### config.mk
export PLATFORM = sky130hd
export DESIGN_NAME = cska_operand_result_stage_flat
export DESIGN_NICKNAME = d
export VERILOG_FILES = /design/src/rtl/cska_operand_result_stage_if.sv /design/src/rtl/cska_operand_result_stage.sv /design/src/flat_wrapper.sv
export SDC_FILE = /design/constraint.sdc
export NUM_CORES = 1
export LEC_CHECK = 0
export CELL_PAD_IN_SITES_DETAIL_PLACEMENT = 1
export CELL_PAD_IN_SITES_GLOBAL_PLACEMENT = 1
export CORE_ASPECT_RATIO = 0.9
export CORE_MARGIN = 1
export CORE_UTILIZATION = 32
export CTS_CLUSTER_SIZE = 14
export DETAILED_ROUTE_END_ITERATION = 8
export HOLD_SLACK_MARGIN = 0.15
export PLACE_DENSITY = 0.78
export SYNTH_ARGS = -nofsm -noshare
export SYNTH_HDL_FRONTEND = slang
export SYNTH_SLANG_ARGS = --single-unit
### constraint.sdc
create_clock -name clk -period 4.4 [get_ports clk]
set_input_delay 0.88 -clock clk [delete_from_list [all_inputs] [get_ports clk]]
set_output_delay 0.88 -clock clk [all_outputs]
set_load 0.01 [all_outputs]
### src/rtl/cska_operand_result_stage_if.sv
// Bundle of the upstream operand handshake, the adder-side operand/result wires
// and the downstream result handshake of the carry-skip adder pipeline wrapper.
interface cska_operand_result_stage_if #(
  parameter int WIDTH = 32
);
  logic             in_valid;
  logic             in_ready;
  logic [WIDTH-1:0] in_a;
  logic [WIDTH-1:0] in_b;
  logic             in_acc;
  logic [WIDTH-1:0] add_a;
  logic [WIDTH-1:0] add_b;
  logic [WIDTH-1:0] add_sum;
  logic             add_cout;
  logic             res_valid;
  logic             res_ready;
  logic [WIDTH-1:0] res_sum;
  logic             res_cout;
  logic             res_ovf;
  logic             res_zero;
  logic [WIDTH-1:0] acc_q;

  // Handshakes: a transfer happens on a rising edge where valid && ready are both
  // high; a producer holding valid keeps its payload stable until that edge.
  modport slave (
    input  in_valid, in_a, in_b, in_acc, add_sum, add_cout, res_ready,
    output in_ready, add_a, add_b, res_valid, res_sum, res_cout, res_ovf,
           res_zero, acc_q
  );

  modport master (
    output in_valid, in_a, in_b, in_acc, add_sum, add_cout, res_ready,
    input  in_ready, add_a, add_b, res_valid, res_sum, res_cout, res_ovf,
           res_zero, acc_q
  );
endinterface

### src/rtl/cska_operand_result_stage.sv
// Operand register in front of the combinational carry-skip adder and a 2-entry
// result skid buffer behind it, with an optional running-sum accumulator.
module cska_operand_result_stage #(
  parameter int WIDTH = 32,
  parameter int DEPTH = 2
) (
  input logic                        clk,
  input logic                        rst,
  cska_operand_result_stage_if.slave io_bus
);
  localparam int CW  = $clog2(DEPTH + 1);
  localparam int MSB = WIDTH - 1;

  logic             r_s1_valid;
  logic [WIDTH-1:0] r_add_a;
  logic [WIDTH-1:0] r_add_b;
  logic [WIDTH-1:0] r_acc;
  logic [CW-1:0]    r_count;
  logic             r_head;
  logic [WIDTH-1:0] r_buf_sum  [DEPTH];
  logic             r_buf_cout [DEPTH];
  logic             r_buf_ovf  [DEPTH];
  logic             r_buf_zero [DEPTH];

  logic             w_full;
  logic             w_res_valid;
  logic             w_pop;
  logic             w_s1_adv;
  logic             w_in_ready;
  logic             w_accept;
  logic             w_ovf;
  logic             w_zero;
  logic             w_wr_idx;
  logic [WIDTH-1:0] w_acc_next;

  assign w_full      = (r_count == CW'(DEPTH));
  assign w_res_valid = (r_count != '0);
  assign w_pop       = w_res_valid && io_bus.res_ready;
  assign w_s1_adv    = r_s1_valid && (!w_full || w_pop);
  assign w_in_ready  = !r_s1_valid || w_s1_adv;
  assign w_accept    = io_bus.in_valid && w_in_ready;

  assign w_ovf  = (r_add_a[MSB] == r_add_b[MSB]) && (io_bus.add_sum[MSB] != r_add_a[MSB]);
  assign w_zero = (io_bus.add_sum == '0);

  // Forward the sum being captured this edge so a back-to-back accumulate op
  // sees the accumulator as it will be when it reaches the adder.
  assign w_acc_next = w_s1_adv ? io_bus.add_sum : r_acc;

  // With two entries, head+count mod 2 is the free slot; at count=2 that is the
  // head slot, which is exactly the one being popped in a push+pop cycle.
  assign w_wr_idx = r_head ^ r_count[0];

  always_ff @(posedge clk) begin
    if (rst) begin
      r_s1_valid <= 1'b0;
      r_add_a    <= '0;
      r_add_b    <= '0;
      r_acc      <= '0;
      r_count    <= '0;
      r_head     <= 1'b0;
      for (int i = 0; i < DEPTH; i++) begin
        r_buf_sum[i]  <= '0;
        r_buf_cout[i] <= 1'b0;
        r_buf_ovf[i]  <= 1'b0;
        r_buf_zero[i] <= 1'b0;
      end
    end else begin
      if (w_accept) begin
        r_add_a    <= io_bus.in_acc ? w_acc_next : io_bus.in_a;
        r_add_b    <= io_bus.in_b;
        r_s1_valid <= 1'b1;
      end else if (w_s1_adv) begin
        r_s1_valid <= 1'b0;
      end

      if (w_s1_adv) begin
        r_acc                <= io_bus.add_sum;
        r_buf_sum[w_wr_idx]  <= io_bus.add_sum;
        r_buf_cout[w_wr_idx] <= io_bus.add_cout;
        r_buf_ovf[w_wr_idx]  <= w_ovf;
        r_buf_zero[w_wr_idx] <= w_zero;
      end

      if (w_pop) begin
        r_head <= ~r_head;
      end

      unique case ({w_s1_adv, w_pop})
        2'b10:   r_count <= r_count + CW'(1);
        2'b01:   r_count <= r_count - CW'(1);
        default: r_count <= r_count;
      endcase
    end
  end

  assign io_bus.in_ready  = w_in_ready;
  assign io_bus.add_a     = r_add_a;
  assign io_bus.add_b     = r_add_b;
  assign io_bus.res_valid = w_res_valid;
  assign io_bus.res_sum   = r_buf_sum[r_head];
  assign io_bus.res_cout  = r_buf_cout[r_head];
  assign io_bus.res_ovf   = r_buf_ovf[r_head];
  assign io_bus.res_zero  = r_buf_zero[r_head];
  assign io_bus.acc_q     = r_acc;
endmodule

### src/flat_wrapper.sv
// flat-port wrapper written by rule: the top's interface ports become plain ports
module cska_operand_result_stage_flat 
#(
  parameter int WIDTH = 32,
  parameter int DEPTH = 2
)
  (clk, rst, io_bus_in_valid, io_bus_in_a, io_bus_in_b, io_bus_in_acc, io_bus_add_sum, io_bus_add_cout, io_bus_res_ready, io_bus_in_ready, io_bus_add_a, io_bus_add_b, io_bus_res_valid, io_bus_res_sum, io_bus_res_cout, io_bus_res_ovf, io_bus_res_zero, io_bus_acc_q);
  cska_operand_result_stage_if #(.WIDTH(WIDTH)) io_bus_i ();
  input logic clk;
  input logic rst;
  input wire logic [$bits(io_bus_i.in_valid)-1:0] io_bus_in_valid;
  input wire logic [$bits(io_bus_i.in_a)-1:0] io_bus_in_a;
  input wire logic [$bits(io_bus_i.in_b)-1:0] io_bus_in_b;
  input wire logic [$bits(io_bus_i.in_acc)-1:0] io_bus_in_acc;
  input wire logic [$bits(io_bus_i.add_sum)-1:0] io_bus_add_sum;
  input wire logic [$bits(io_bus_i.add_cout)-1:0] io_bus_add_cout;
  input wire logic [$bits(io_bus_i.res_ready)-1:0] io_bus_res_ready;
  output wire logic [$bits(io_bus_i.in_ready)-1:0] io_bus_in_ready;
  output wire logic [$bits(io_bus_i.add_a)-1:0] io_bus_add_a;
  output wire logic [$bits(io_bus_i.add_b)-1:0] io_bus_add_b;
  output wire logic [$bits(io_bus_i.res_valid)-1:0] io_bus_res_valid;
  output wire logic [$bits(io_bus_i.res_sum)-1:0] io_bus_res_sum;
  output wire logic [$bits(io_bus_i.res_cout)-1:0] io_bus_res_cout;
  output wire logic [$bits(io_bus_i.res_ovf)-1:0] io_bus_res_ovf;
  output wire logic [$bits(io_bus_i.res_zero)-1:0] io_bus_res_zero;
  output wire logic [$bits(io_bus_i.acc_q)-1:0] io_bus_acc_q;
  assign io_bus_i.in_valid = io_bus_in_valid;
  assign io_bus_i.in_a = io_bus_in_a;
  assign io_bus_i.in_b = io_bus_in_b;
  assign io_bus_i.in_acc = io_bus_in_acc;
  assign io_bus_i.add_sum = io_bus_add_sum;
  assign io_bus_i.add_cout = io_bus_add_cout;
  assign io_bus_i.res_ready = io_bus_res_ready;
  assign io_bus_in_ready = io_bus_i.in_ready;
  assign io_bus_add_a = io_bus_i.add_a;
  assign io_bus_add_b = io_bus_i.add_b;
  assign io_bus_res_valid = io_bus_i.res_valid;
  assign io_bus_res_sum = io_bus_i.res_sum;
  assign io_bus_res_cout = io_bus_i.res_cout;
  assign io_bus_res_ovf = io_bus_i.res_ovf;
  assign io_bus_res_zero = io_bus_i.res_zero;
  assign io_bus_acc_q = io_bus_i.acc_q;
  cska_operand_result_stage #(.WIDTH(WIDTH), .DEPTH(DEPTH)) u_core (.clk(clk), .rst(rst), .io_bus(io_bus_i));
endmodule
== Word-level counts from Yosys, hierarchy flattened ==
Memories as Yosys holds them, arrays and structs flattened. A register that Yosys moved wholly into a read port is not among the register bits.
Index checks and enable logic that the tools add are counted.

* Register bits after elaboration: 100
* RAM bits: 70
* Input port bits: 102
* Output and inout port bits: 133
* Word-level logic and storage cells: 65
* Memories: 4

* Add/sub/neg operators: 2
* Equality and inequality tests: 5
* Multiplexer cells: 30
* Bitwise gates (word level): 2
* Reduce and logical (&&, ||, !) cells: 16

{| class="wikitable"
|+ Memory list
! name !! depth !! bits a word !! rd ports !! clocked after Yosys merged registers in !! write ports !! RTL line !! source
|-
| u_core.r_buf_sum || 2 || 32 || 1 || 1 || 2 || cska_operand_result_stage.sv:20 || <nowiki>logic [WIDTH-1:0] r_buf_sum [DEPTH];</nowiki>
|-
| u_core.r_buf_cout || 2 || 1 || 1 || 1 || 2 || cska_operand_result_stage.sv:21 || <nowiki>logic r_buf_cout [DEPTH];</nowiki>
|-
| u_core.r_buf_ovf || 2 || 1 || 1 || 1 || 2 || cska_operand_result_stage.sv:22 || <nowiki>logic r_buf_ovf [DEPTH];</nowiki>
|-
| u_core.r_buf_zero || 2 || 1 || 1 || 1 || 2 || cska_operand_result_stage.sv:23 || <nowiki>logic r_buf_zero [DEPTH];</nowiki>
|}

{| class="wikitable"
|+ Operators with widths
! operator !! count
|-
| $mux W32 || 3
|-
| $logic_not A32 Y1 || 1
|-
| $reduce_or A32 Y1 || 1
|-
| $mux W1 || 26
|-
| $reduce_bool A2 Y1 || 3
|-
| $eq A2 B2 Y1 const B || 2
|-
| $logic_and A1 B1 Y1 || 4
|-
| $pmux W2 S2 || 1
|-
| $reduce_or A1 Y1 || 3
|-
| $add A2 B1 Y2 const B || 1
|-
| $eq A2 B1 Y1 const B || 1
|-
| $logic_not A1 Y1 || 2
|-
| $logic_or A1 B1 Y1 || 2
|-
| $sub A2 B1 Y2 const B || 1
|-
| $eq A1 B1 Y1 || 1
|-
| $ne A1 B1 Y1 || 1
|-
| $not A1 Y1 || 1
|-
| $xor A1 B1 Y1 || 1
|}

== Longest topological paths before layout ==
Gate-level depths: netlist (run 1).

* Depth after elaboration: 9
* Depth in mapped cells: 8
* Gate-level depth less buffers: 6

== Least setup slack after synthesis (run 1) ==
OpenSTA, ideal clock, no wires.

* Path kind: input to register
* Start: input io_bus_res_ready
* End: memory u_core.r_buf_cout[0] (enable)
* Setup time: 0.476 ns
* Arrival: 3.764 ns
* Required time: 3.924 ns
* Path slack: 0.160 ns
* Stages on the path: 4
* Path buffers: 1
* Cell sequence: or3b_1 > buf_2 > nand2_1 > o21ai_0

{| class="wikitable"
|+ RTL lines
! item !! RTL line !! source
|-
| start, declared || flat_wrapper.sv:17 || <nowiki>input wire logic [$bits(io_bus_i.res_ready)-1:0] io_bus_res_ready;</nowiki>
|-
| end, declared || cska_operand_result_stage.sv:21 ||
|}

== Worst setup path in the final report (run 1) ==
* Start: input io_bus_res_ready
* End: output io_bus_in_ready

* Longest elaborated chain between the ends: 4

{| class="wikitable"
|+ Ends and longest elaborated chain
! item !! RTL line !! source
|-
| $logic_and A1 B1 Y1 || cska_operand_result_stage.sv:38 || <nowiki>assign w_pop = w_res_valid && io_bus.res_ready;</nowiki>
|-
| $logic_or A1 B1 Y1 || cska_operand_result_stage.sv:39 || <nowiki>assign w_s1_adv = r_s1_valid && (!w_full || w_pop);</nowiki>
|-
| $logic_and A1 B1 Y1 || cska_operand_result_stage.sv:39 ||
|-
| $logic_or A1 B1 Y1 || cska_operand_result_stage.sv:40 || <nowiki>assign w_in_ready = !r_s1_valid || w_s1_adv;</nowiki>
|-
| end, declared || flat_wrapper.sv:18 || <nowiki>output wire logic [$bits(io_bus_i.in_ready)-1:0] io_bus_in_ready;</nowiki>
|}

No other way between the ends.

==> results_dict.tcl, run 1 <==
set metrics [dict create \
    crit_buf_inv 3 \
    p_seq_share_pct 42.2 \
    power_density_nw_per_um2 433 \
    n_antenna_cell 0 \
    tritoncts "yes" \
    grt_pass1_wl_mm 39.6 \
    cts_sinks 171 \
    post_cts_buffers 0 \
    r2r-end "u_core.r_buf_sum[1][2]$_SDFFCE_PN0P_" \
    track_usage_pct 21.4 \
    crit_top_cell "clkdlybuf4s50_1" \
    clkPwrFrac_pct 32.6 \
    ir_drop_uv 210 \
    cp.arrival_ns 2.59 \
    path_cells "clkdlybuf4s50_1, buf_12, nor3b_1, nand2_1, clkdlybuf4s50_1" \
    r2r_cells 5 \
    cts_buffers 17 \
    synthTopCellsByCount "dfxtp_1 (101), nand2_1 (100), edfxtp_1 (70)" \
    fmax_mhz 288 \
    worst-path-max-fanout 35 \
    endpoint_kind "primary output" \
    period_minus_slack_ns 3.47 \
    htreeDepth 4 \
    avgSynthCellArea_um2 10.7 \
    fp.dieH_um 148 \
    min_period_over_period_pct 78.8 \
    ys_ff_latch 171 \
    drive_above_1_share_pct 9.88 \
    pwr-share-comb_pct 25.1 \
    path_delay_family "buffers and inverters" \
    maxCapViolations 0 \
    drt_iter0_drc 359 \
    design.core.area_um2 23300 \
    slew_violations 0 \
    hold_class "flop to flop" \
    clkTransAtPathRegs_ns 0.06 \
    setup_violations 0 \
    rrSetupSlack_ns 1.38 \
    wl_per_cell_um 21.2 \
    p_sw_mw 1.41 \
    critPathKind "primary input to primary output" \
    postCtsHoldBufs 0 \
    hold_depth 2 \
    synth_flop_cell "dfxtp_1" \
    synth.yosys.seq_area_share_pct 54.1 \
    syn_area_um2 7620 \
    grt_pass1_vias 6869 \
    port_buffers 234 \
    hp-start "u_core.io_bus.add_b[30]$_SDFFE_PP0P_" \
    post-route-util_pct 46.3 \
    dpl.hpwl_mm 17.2 \
    tightest_slew_ns 0.942 \
    final.setup_skew_ns 0.00976 \
    ant_nets 0 \
    vias 6611 \
    globalplace.congestion 0.755 \
    cts.repair.resized 0 \
    synth.most_common_cell "dfxtp_1" \
    rows 53 \
    clock_path_buffers 2 \
    syn_inst 709 \
    status "finished, final reports clean" \
    swShare_pct 30.1 \
    final_net_count 1011 \
    cp.depth 5 \
    drc_errors 0 \
    fillers 2489 \
    yosys.cell_types.count 33 \
    initial_core_util_pct 32.6 \
    drt_pass1_iterations 4 \
    synthArstFlopShare_pct 0 \
    yosysTopAreaCellShare_pct 27.6 \
    slowest_stage "clkdlybuf4s50_1" \
    leakagePower_nw 3.66 \
    synthTopCellsByArea "edfxtp_1 (28%), dfxtp_1 (27%), and2_1 (5.7%)" \
    rsz0062_at_grt "false" \
    ios 235 \
    cts_root_buffer "clkbuf_16" \
    die_w_um 165 \
    antenna_found_initial 0 \
    yosysWarningCount 0 \
    p_int_mw 3.27 \
    area_growth_pct 41.9 \
    yosysTopAreaCell "edfxtp_1" \
    grt-ovfl-total 0 \
    synth_edf_count 70 \
    dieArea_um2 24400 \
    crit_path_max_incr_delay_ns 0.54 \
    post_drt_via_cell_ratio 5.41 \
    syn_nets 812 \
    hold_viol_final 0 \
    worstHoldEndpoint "u_core.io_bus.add_b[30]$_SDFFE_PP0P_" \
    crit_path_start_kind "primary input" \
    grt_max_degree 67 \
    setup_tns_ns 0 \
    regToRegStartpoint "u_core.r_count[0]$_SDFFE_PP0P_" \
    wirelength_mm 25.9 \
    required_ns 3.52 \
    clock_latency_ns 0.43 \
    slew-limit-headroom_pct 37.2 \
]
==> metal layers <==
layer | track usage (%) | wire length [um] | up-vias
met5 | 0 | 0 | -
met4 | 5.09 | 313 | 0
met3 | 7.14 | 1920 | 21
met2 | 33.6 | 11900 | 218
met1 | 28.3 | 11800 | 3302
li1 | - | - | 3070
==> worst max path at each step <==
stage | end | slack (ns) | startpoint
global route | io_bus_in_ready | 0.84 | io_bus_res_ready
global placement | u_core.r_buf_sum[1][17]$_SDFFCE_PN0P_ | 0.76 | io_bus_res_ready
finish | io_bus_in_ready | 0.93 | io_bus_res_ready
CTS | io_bus_in_ready | 0.92 | io_bus_res_ready
floorplan | u_core.r_buf_cout[0]$_SDFFCE_PN0P_ | 0.16 | io_bus_res_ready
detailed placement | u_core.r_buf_sum[1][16]$_SDFFCE_PN0P_ | 0.66 | io_bus_res_ready
==> power by group through the flow <==
| stage | logic (mW) | registers (mW) | clock network [mW] |
|---|---|---|---|
| after floorplan | 0.608 | 1.94 | 0 |
| after global placement | 1.16 | 2.00 | 0 |
| after detailed placement | 1.18 | 2.02 | 0 |
| after CTS | 1.19 | 1.98 | 1.57 |
| after global routing | 1.26 | 2.00 | 1.63 |
| final | 1.18 | 1.98 | 1.53 |
==> state kept, by name (all words and copies together), names as in the netlist, named ones only <==
name and count:
u_core.r_buf_zero 2, u_core.io_bus.acc_q 32, u_core.io_bus.add_b 32, u_core.r_head 1
u_core.r_buf_ovf 2, u_core.r_buf_sum 64, u_core.r_s1_valid 1, u_core.r_count 2
u_core.io_bus.add_a 32, u_core.r_buf_cout 2
==> cells in the final DEF, fill, tap and decap left out, types with 2 or more instances in the layout <==
cell / n
a21oi_1: 35
a311o_1: 32
a311oi_1: 32
a31oi_1: 32
and2_1: 69
buf_4: 15
clkbuf_16: 17
clkdlybuf4s50_1: 233
clkinv_1: 2
clkinv_8: 2
dfxtp_1: 99
dfxtp_2: 2
edfxtp_1: 70
inv_6: 4
inv_8: 5
mux2_2: 35
nand2_1: 100
nand3_1: 32
nand4_1: 2
nand4bb_1: 27
nor2_1: 8
nor2b_1: 2
nor3b_1: 2
nor4_1: 8
nor4b_1: 31
o21ai_4: 2
or2_2: 2
or4bb_1: 5
xnor2_1: 2
xor2_1: 2
==> cell families after synthesis <==
family                     share of synthesized area, %
buffers and inverters                              3.71
AOI/OAI and AO/OA                                  13.3
and+or+nand+nor                                    23.1
muxes                                              5.17
xor gates and xnor gates                          0.460
adders and majority gates                         0.164
DFF                                                54.1
==> tightest hold or removal path: stages, from the launching register on <==
cell     delay [ns]
dfxtp_1        0.31
nand2_1        0.05
a21oi_1        0.05
==> cell type report <==
class,count,area (um^2),share of cell area (%)
clock buffer,17,425,3.93
clock inverter,15,174,1.61
inverter,2,7.51,0.0694
multi-input combinational,467,3240,29.9
sequential,171,4130,38.2
tap,302,378,3.49
timing repair buffer,249,2460,22.8
==> stage by stage <==
| stage | cells | power, mW | instance area [um^2] | hold WS [ns] | worst slack [ns] |
|---|---|---|---|---|---|
| 2_1_floorplan | 709 | 2.55 | 7620 | 0.481 | 0.160 |
| 3_3_place_gp | 1191 | 3.16 | 10200 | 0.440 | 0.763 |
| 3_5_place_dp | 1191 | 3.20 | 10200 | 0.449 | 0.657 |
| 4_1_cts | 1223 | 4.74 | 10800 | 0.456 | 0.923 |
| 5_1_grt | 1223 | 4.89 | 10800 | 0.477 | 0.845 |
| 6_report | 1223 | 4.68 | 10800 | 0.452 | 0.934 |
Note: power is estimated with default switching activity, not from simulation.
==> run 2, diff against run 1 <==
CORE_UTILIZATION = 36   (was 32)
PLACE_DENSITY = 0.83   (was 0.78)
clock period = 3.4 ns   (was 4.4 ns; I/O delays follow)
==> results_dict.tcl, run 2 (synthesis results as in run 1) <==
set metrics [dict create \
    ant_nets 0 \
    ios 235 \
    tritoncts "yes" \
    crit_top_cell "clkdlybuf4s50_1" \
    globalplace.congestion 0.774 \
    area_growth_pct 42.3 \
    crit_path_max_incr_delay_ns 0.53 \
    cp.arrival_ns 2.25 \
    required_ns 2.72 \
    initial_core_util_pct 36.7 \
    drive_above_1_share_pct 10.5 \
    r2r-end "u_core.r_buf_sum[1][21]$_SDFFCE_PN0P_" \
    path_cells "clkdlybuf4s50_1, nor3b_1, nand2_1, clkdlybuf4s50_1" \
    crit_buf_inv 2 \
    hold_viol_final 0 \
    crit_path_start_kind "primary input" \
    slowest_stage "clkdlybuf4s50_1" \
    fillers 2244 \
    regToRegStartpoint "u_core.r_count[0]$_SDFFE_PP0P_" \
    post_drt_via_cell_ratio 5.55 \
    largest_reg_flops 64 \
    post_cts_buffers 0 \
    worstHoldEndpoint "u_core.io_bus.add_b[23]$_SDFFE_PP0P_" \
    slew-limit-headroom_pct 37.0 \
    clkTransAtPathRegs_ns 0.07 \
    p_seq_share_pct 42.4 \
    drt_pass1_iterations 5 \
    slew_violations 0 \
    endpoint_kind "primary output" \
    p_sw_mw 1.72 \
    die_w_um 155 \
    postCtsHoldBufs 0 \
    mostFrequentLayoutCells "clkdlybuf4s50_1 (233), nand2_1 (100), dfxtp_1 (100)" \
    htreeDepth 4 \
    clkPwrFrac_pct 30.8 \
    setup_violations 0 \
    dieArea_um2 21700 \
    port_buffers 234 \
    worst-path-max-fanout 4 \
    critPathKind "primary input to primary output" \
    grt_pass1_wl_mm 39.8 \
    r2r_cells 3 \
    place_inst 1183 \
    grt_pass1_vias 6982 \
    grt_max_degree 65 \
    final.setup_skew_ns 0.0124 \
    dpl.hpwl_mm 17.4 \
    wl_per_cell_um 21.0 \
    final_net_count 1019 \
    setup_tns_ns 0 \
    cts_sinks 171 \
    cts_root_buffer "clkbuf_16" \
    hold_ws_ns 0.456 \
    path_delay_family "buffers and inverters" \
    hold_class "flop to flop" \
    fmax_mhz 341 \
    drt_iter0_drc 301 \
    design.core.area_um2 20800 \
    rsz0062_at_grt "false" \
    swShare_pct 28.9 \
    drc_errors 0 \
    wirelength_mm 25.5 \
    track_usage_pct 23.8 \
    antenna_found_initial 0 \
    maxCapViolations 0 \
    tightest_slew_ns 0.945 \
    rrSetupSlack_ns 0.81 \
    grt-ovfl-total 0 \
    period_minus_slack_ns 2.93 \
    vias 6745 \
    cts_buffers 17 \
    hp-start "u_core.io_bus.add_b[23]$_SDFFE_PP0P_" \
    fp.dieH_um 140 \
    ir_drop_uv 380 \
    pwr-share-comb_pct 26.7 \
    power_density_nw_per_um2 549 \
    rows 50 \
    leakagePower_nw 3.68 \
    clock_latency_ns 0.42 \
    cts.repair.resized 0 \
    min_period_over_period_pct 86.2 \
    status "finished, final reports clean" \
    final_common_cell "clkdlybuf4s50_1" \
    p_int_mw 4.23 \
    instances_no_fill 1215 \
    clock_path_buffers 2 \
    regMostFlops "u_core.r_buf_sum" \
    hold_depth 2 \
]
[run 2: cell count changes in the layout (fill, tap and decap cells not counted), sizes merged]
cell,change
buf,+8
clkinv,+2
clkinvlp,+3
diode,+1
inv,-6
[run 2: power by group through the flow]
stage	registers, mW	logic [mW]	clock network [mW]
4_1_cts	2.53	1.60	1.88
2_1_floorplan	2.51	0.788	0
3_3_place_gp	2.56	1.57	0
3_5_place_dp	2.57	1.59	0
6_report	2.52	1.59	1.84
5_1_grt	2.55	1.70	1.96
[run 2: metrics by stage]
step	setup WS (ns)	utilization [%]	power, mW	cell area [um^2]
5_1_grt	0.386	52.2	6.21	10800
3_5_place_dp	0.408	49.5	4.16	10300
2_1_floorplan	0.309	-	3.30	7620
6_report	0.469	52.2	5.95	10800
4_1_cts	0.479	52.2	6.01	10800
3_3_place_gp	0.496	49.5	4.13	10300
[run 2: final cells by class]
class | instances | area (um^2) | share of cell area [%]
inverter | 2 | 7.51 | 0.0693
sequential | 171 | 4130 | 38.1
multi-input combinational | 467 | 3240 | 29.9
antenna | 1 | 2.50 | 0.0231
clock buffer | 17 | 425 | 3.92
clock inverter | 14 | 123 | 1.13
tap | 286 | 358 | 3.30
timing repair buffer | 257 | 2560 | 23.6
[run 2: worst register-to-register path, cell delays in order, from the launching register on]
cell	delay, ns
dfxtp_1	0.77
xor2_1	0.40
nor3b_2	0.26
or2_2	0.77
[run 2: worst max path at each step]
stage                           from                                   end  slack, ns  cells past startpoint
global placement    io_bus_res_ready  u_core.r_buf_sum[1][8]$_SDFFCE_PN0P_       0.50                      5
floorplan           io_bus_res_ready    u_core.r_buf_cout[0]$_SDFFCE_PN0P_       0.31                      4
CTS                 io_bus_res_ready                       io_bus_in_ready       0.48                      4
finish              io_bus_res_ready                       io_bus_in_ready       0.47                      4
global route        io_bus_res_ready                       io_bus_in_ready       0.39                      4
detailed placement  io_bus_res_ready  u_core.r_buf_sum[1][4]$_SDFFCE_PN0P_       0.41                      5
[run 2: routing by layer]
layer / track usage (%) / up-vias / share of wire, %
met5: 0 / - / 0
met4: 5.21 / 0 / 0.76
met3: 7.05 / 22 / 6.7
met2: 39.2 / 244 / 48
met1: 30.7 / 3386 / 44
li1: - / 3093 / -
==> run 3, diff against run 2 <==
CORE_UTILIZATION = 40   (was 36)
CTS_BUF_LIST = sky130_fd_sc_hd__clkbuf_8   (was default)
PLACE_DENSITY = 0.9   (was 0.83)
clock period = 3.45 ns   (was 3.4 ns; I/O delays follow)
==> results_dict.tcl, run 3 (synthesis results as in run 1) <==
set metrics [dict create \
    fp.dieH_um 133 \
    hold_depth 2 \
    cts_sinks 171 \
    grt_max_degree 68 \
    dieArea_um2 19600 \
    regMostFlops "u_core.r_buf_sum" \
    ant_nets 0 \
    antenna_found_initial 0 \
    postCtsHoldBufs 0 \
    hold_ws_ns 0.457 \
    final.setup_skew_ns 0.0138 \
    final_common_cell "clkdlybuf4s50_1" \
    grt_pass1_vias 7000 \
    critPathKind "primary input to primary output" \
    fmax_mhz 327 \
    leakagePower_nw 3.63 \
    post_cts_buffers 0 \
    cts_buffers 17 \
    status "finished, final reports clean" \
    fillers 1963 \
    crit_path_start_kind "primary input" \
    grt-ovfl-total 0 \
    setup_tns_ns 0 \
    tightest_slew_ns 0.957 \
    grt_pass1_wl_mm 39.2 \
    track_usage_pct 26.1 \
    drc_errors 0 \
    clock_latency_ns 0.46 \
    n_antenna_cell 0 \
    wirelength_mm 25.5 \
    setup_violations 0 \
    required_ns 2.76 \
    ir_drop_uv 386 \
    cp.arrival_ns 2.37 \
    clock_path_buffers 2 \
    globalplace.congestion 0.762 \
    drt_pass1_iterations 8 \
    hold_viol_final 0 \
    ff_latch_area_um2 4130 \
    htreeDepth 4 \
    wl_per_cell_um 21.8 \
    die_w_um 147 \
    multi_input_comb_area_um2 3240 \
    port_buffers 234 \
    ios 235 \
    worst-path-max-fanout 10 \
    power_density_nw_per_um2 526 \
    slew_violations 0 \
    period_minus_slack_ns 3.06 \
    area_growth_pct 39.7 \
    min_period_over_period_pct 88.7 \
    design.core.area_um2 18500 \
    mostFrequentLayoutCells "clkdlybuf4s50_1 (232), nand2_1 (100), dfxtp_1 (100)" \
    drt_iter0_drc 437 \
    slew-limit-headroom_pct 35.9 \
    initial_core_util_pct 41.1 \
    post_drt_via_cell_ratio 5.77 \
    endpoint_kind "primary output" \
    rows 47 \
    cts.repair.resized 0 \
    drive_above_1_share_pct 10.6 \
    maxCapViolations 0 \
    clkTransAtPathRegs_ns 0.09 \
    rsz0062_at_grt "false" \
    cts_root_buffer "clkbuf_8" \
    final_net_count 1017 \
    dpl.hpwl_mm 17.4 \
    vias 6762 \
    r2r_cells 6 \
    hold_class "flop to flop" \
    tritoncts "yes" \
    finalPower_mw 5.60 \
    largest_reg_flops 64 \
]
run 3: cell type report:
| cell class | instances | area share, % |
|---|---|---|
| Multi-Input combinational cell | 467 | 30.4 |
| Clock inverter | 15 | 1.88 |
| Sequential cell | 171 | 38.8 |
| Tap cell | 245 | 2.88 |
| Inverter | 2 | 0.0706 |
| Clock buffer | 17 | 2.20 |
| Timing Repair Buffer | 255 | 23.8 |
run 3: where the power goes:
group          leakage [nW]  internal [mW]  switching (mW)
combinational          1.85          0.826           0.754
sequential             1.56           2.33           0.114
clock                 0.219          0.746           0.826
total                  3.63           3.90            1.69
run 3: worst max-delay path: stages:
cell	delay (ns)
clkdlybuf4s50_1	0.58
nor3b_1	0.47
nand2_1	0.09
clkdlybuf4s50_1	0.53
run 3: layer usage:
metal / share of wire [%] / up-vias / track usage [%]
met2: 48 / 292 / 42.2
li1: - / 3081 / -
met3: 8.5 / 41 / 8.41
met5: 0 / - / 0
met1: 42 / 3348 / 32.8
met4: 2.1 / 0 / 8.53
run 3: per-stage QoR:
| stage | instances | setup slack, ns | util, % | instance area (um^2) |
|---|---|---|---|---|
| after floorplan | 709 | 0.349 | - | 7620 |
| after global placement | 1140 | 0.370 | 55.1 | 10200 |
| after detailed placement | 1140 | 0.236 | 55.1 | 10200 |
| after CTS | 1172 | 0.400 | 57.4 | 10600 |
| after global routing | 1172 | 0.305 | 57.4 | 10600 |
| final | 1172 | 0.388 | 57.4 | 10600 |
run 3: path summary, 6_finish.rpt:
path,startpoint,to,slack [ns]
min reg2reg,u_core.io_bus.add_b[6]$_SDFFE_PP0P_,u_core.io_bus.add_b[6]$_SDFFE_PP0P_,0.46
min,u_core.io_bus.add_b[6]$_SDFFE_PP0P_,u_core.io_bus.add_b[6]$_SDFFE_PP0P_,0.46
max reg2reg,u_core.r_s1_valid$_SDFFE_PP0P_,u_core.io_bus.add_a[25]$_SDFFE_PP0P_,0.97
max,io_bus_res_ready,io_bus_in_ready,0.39
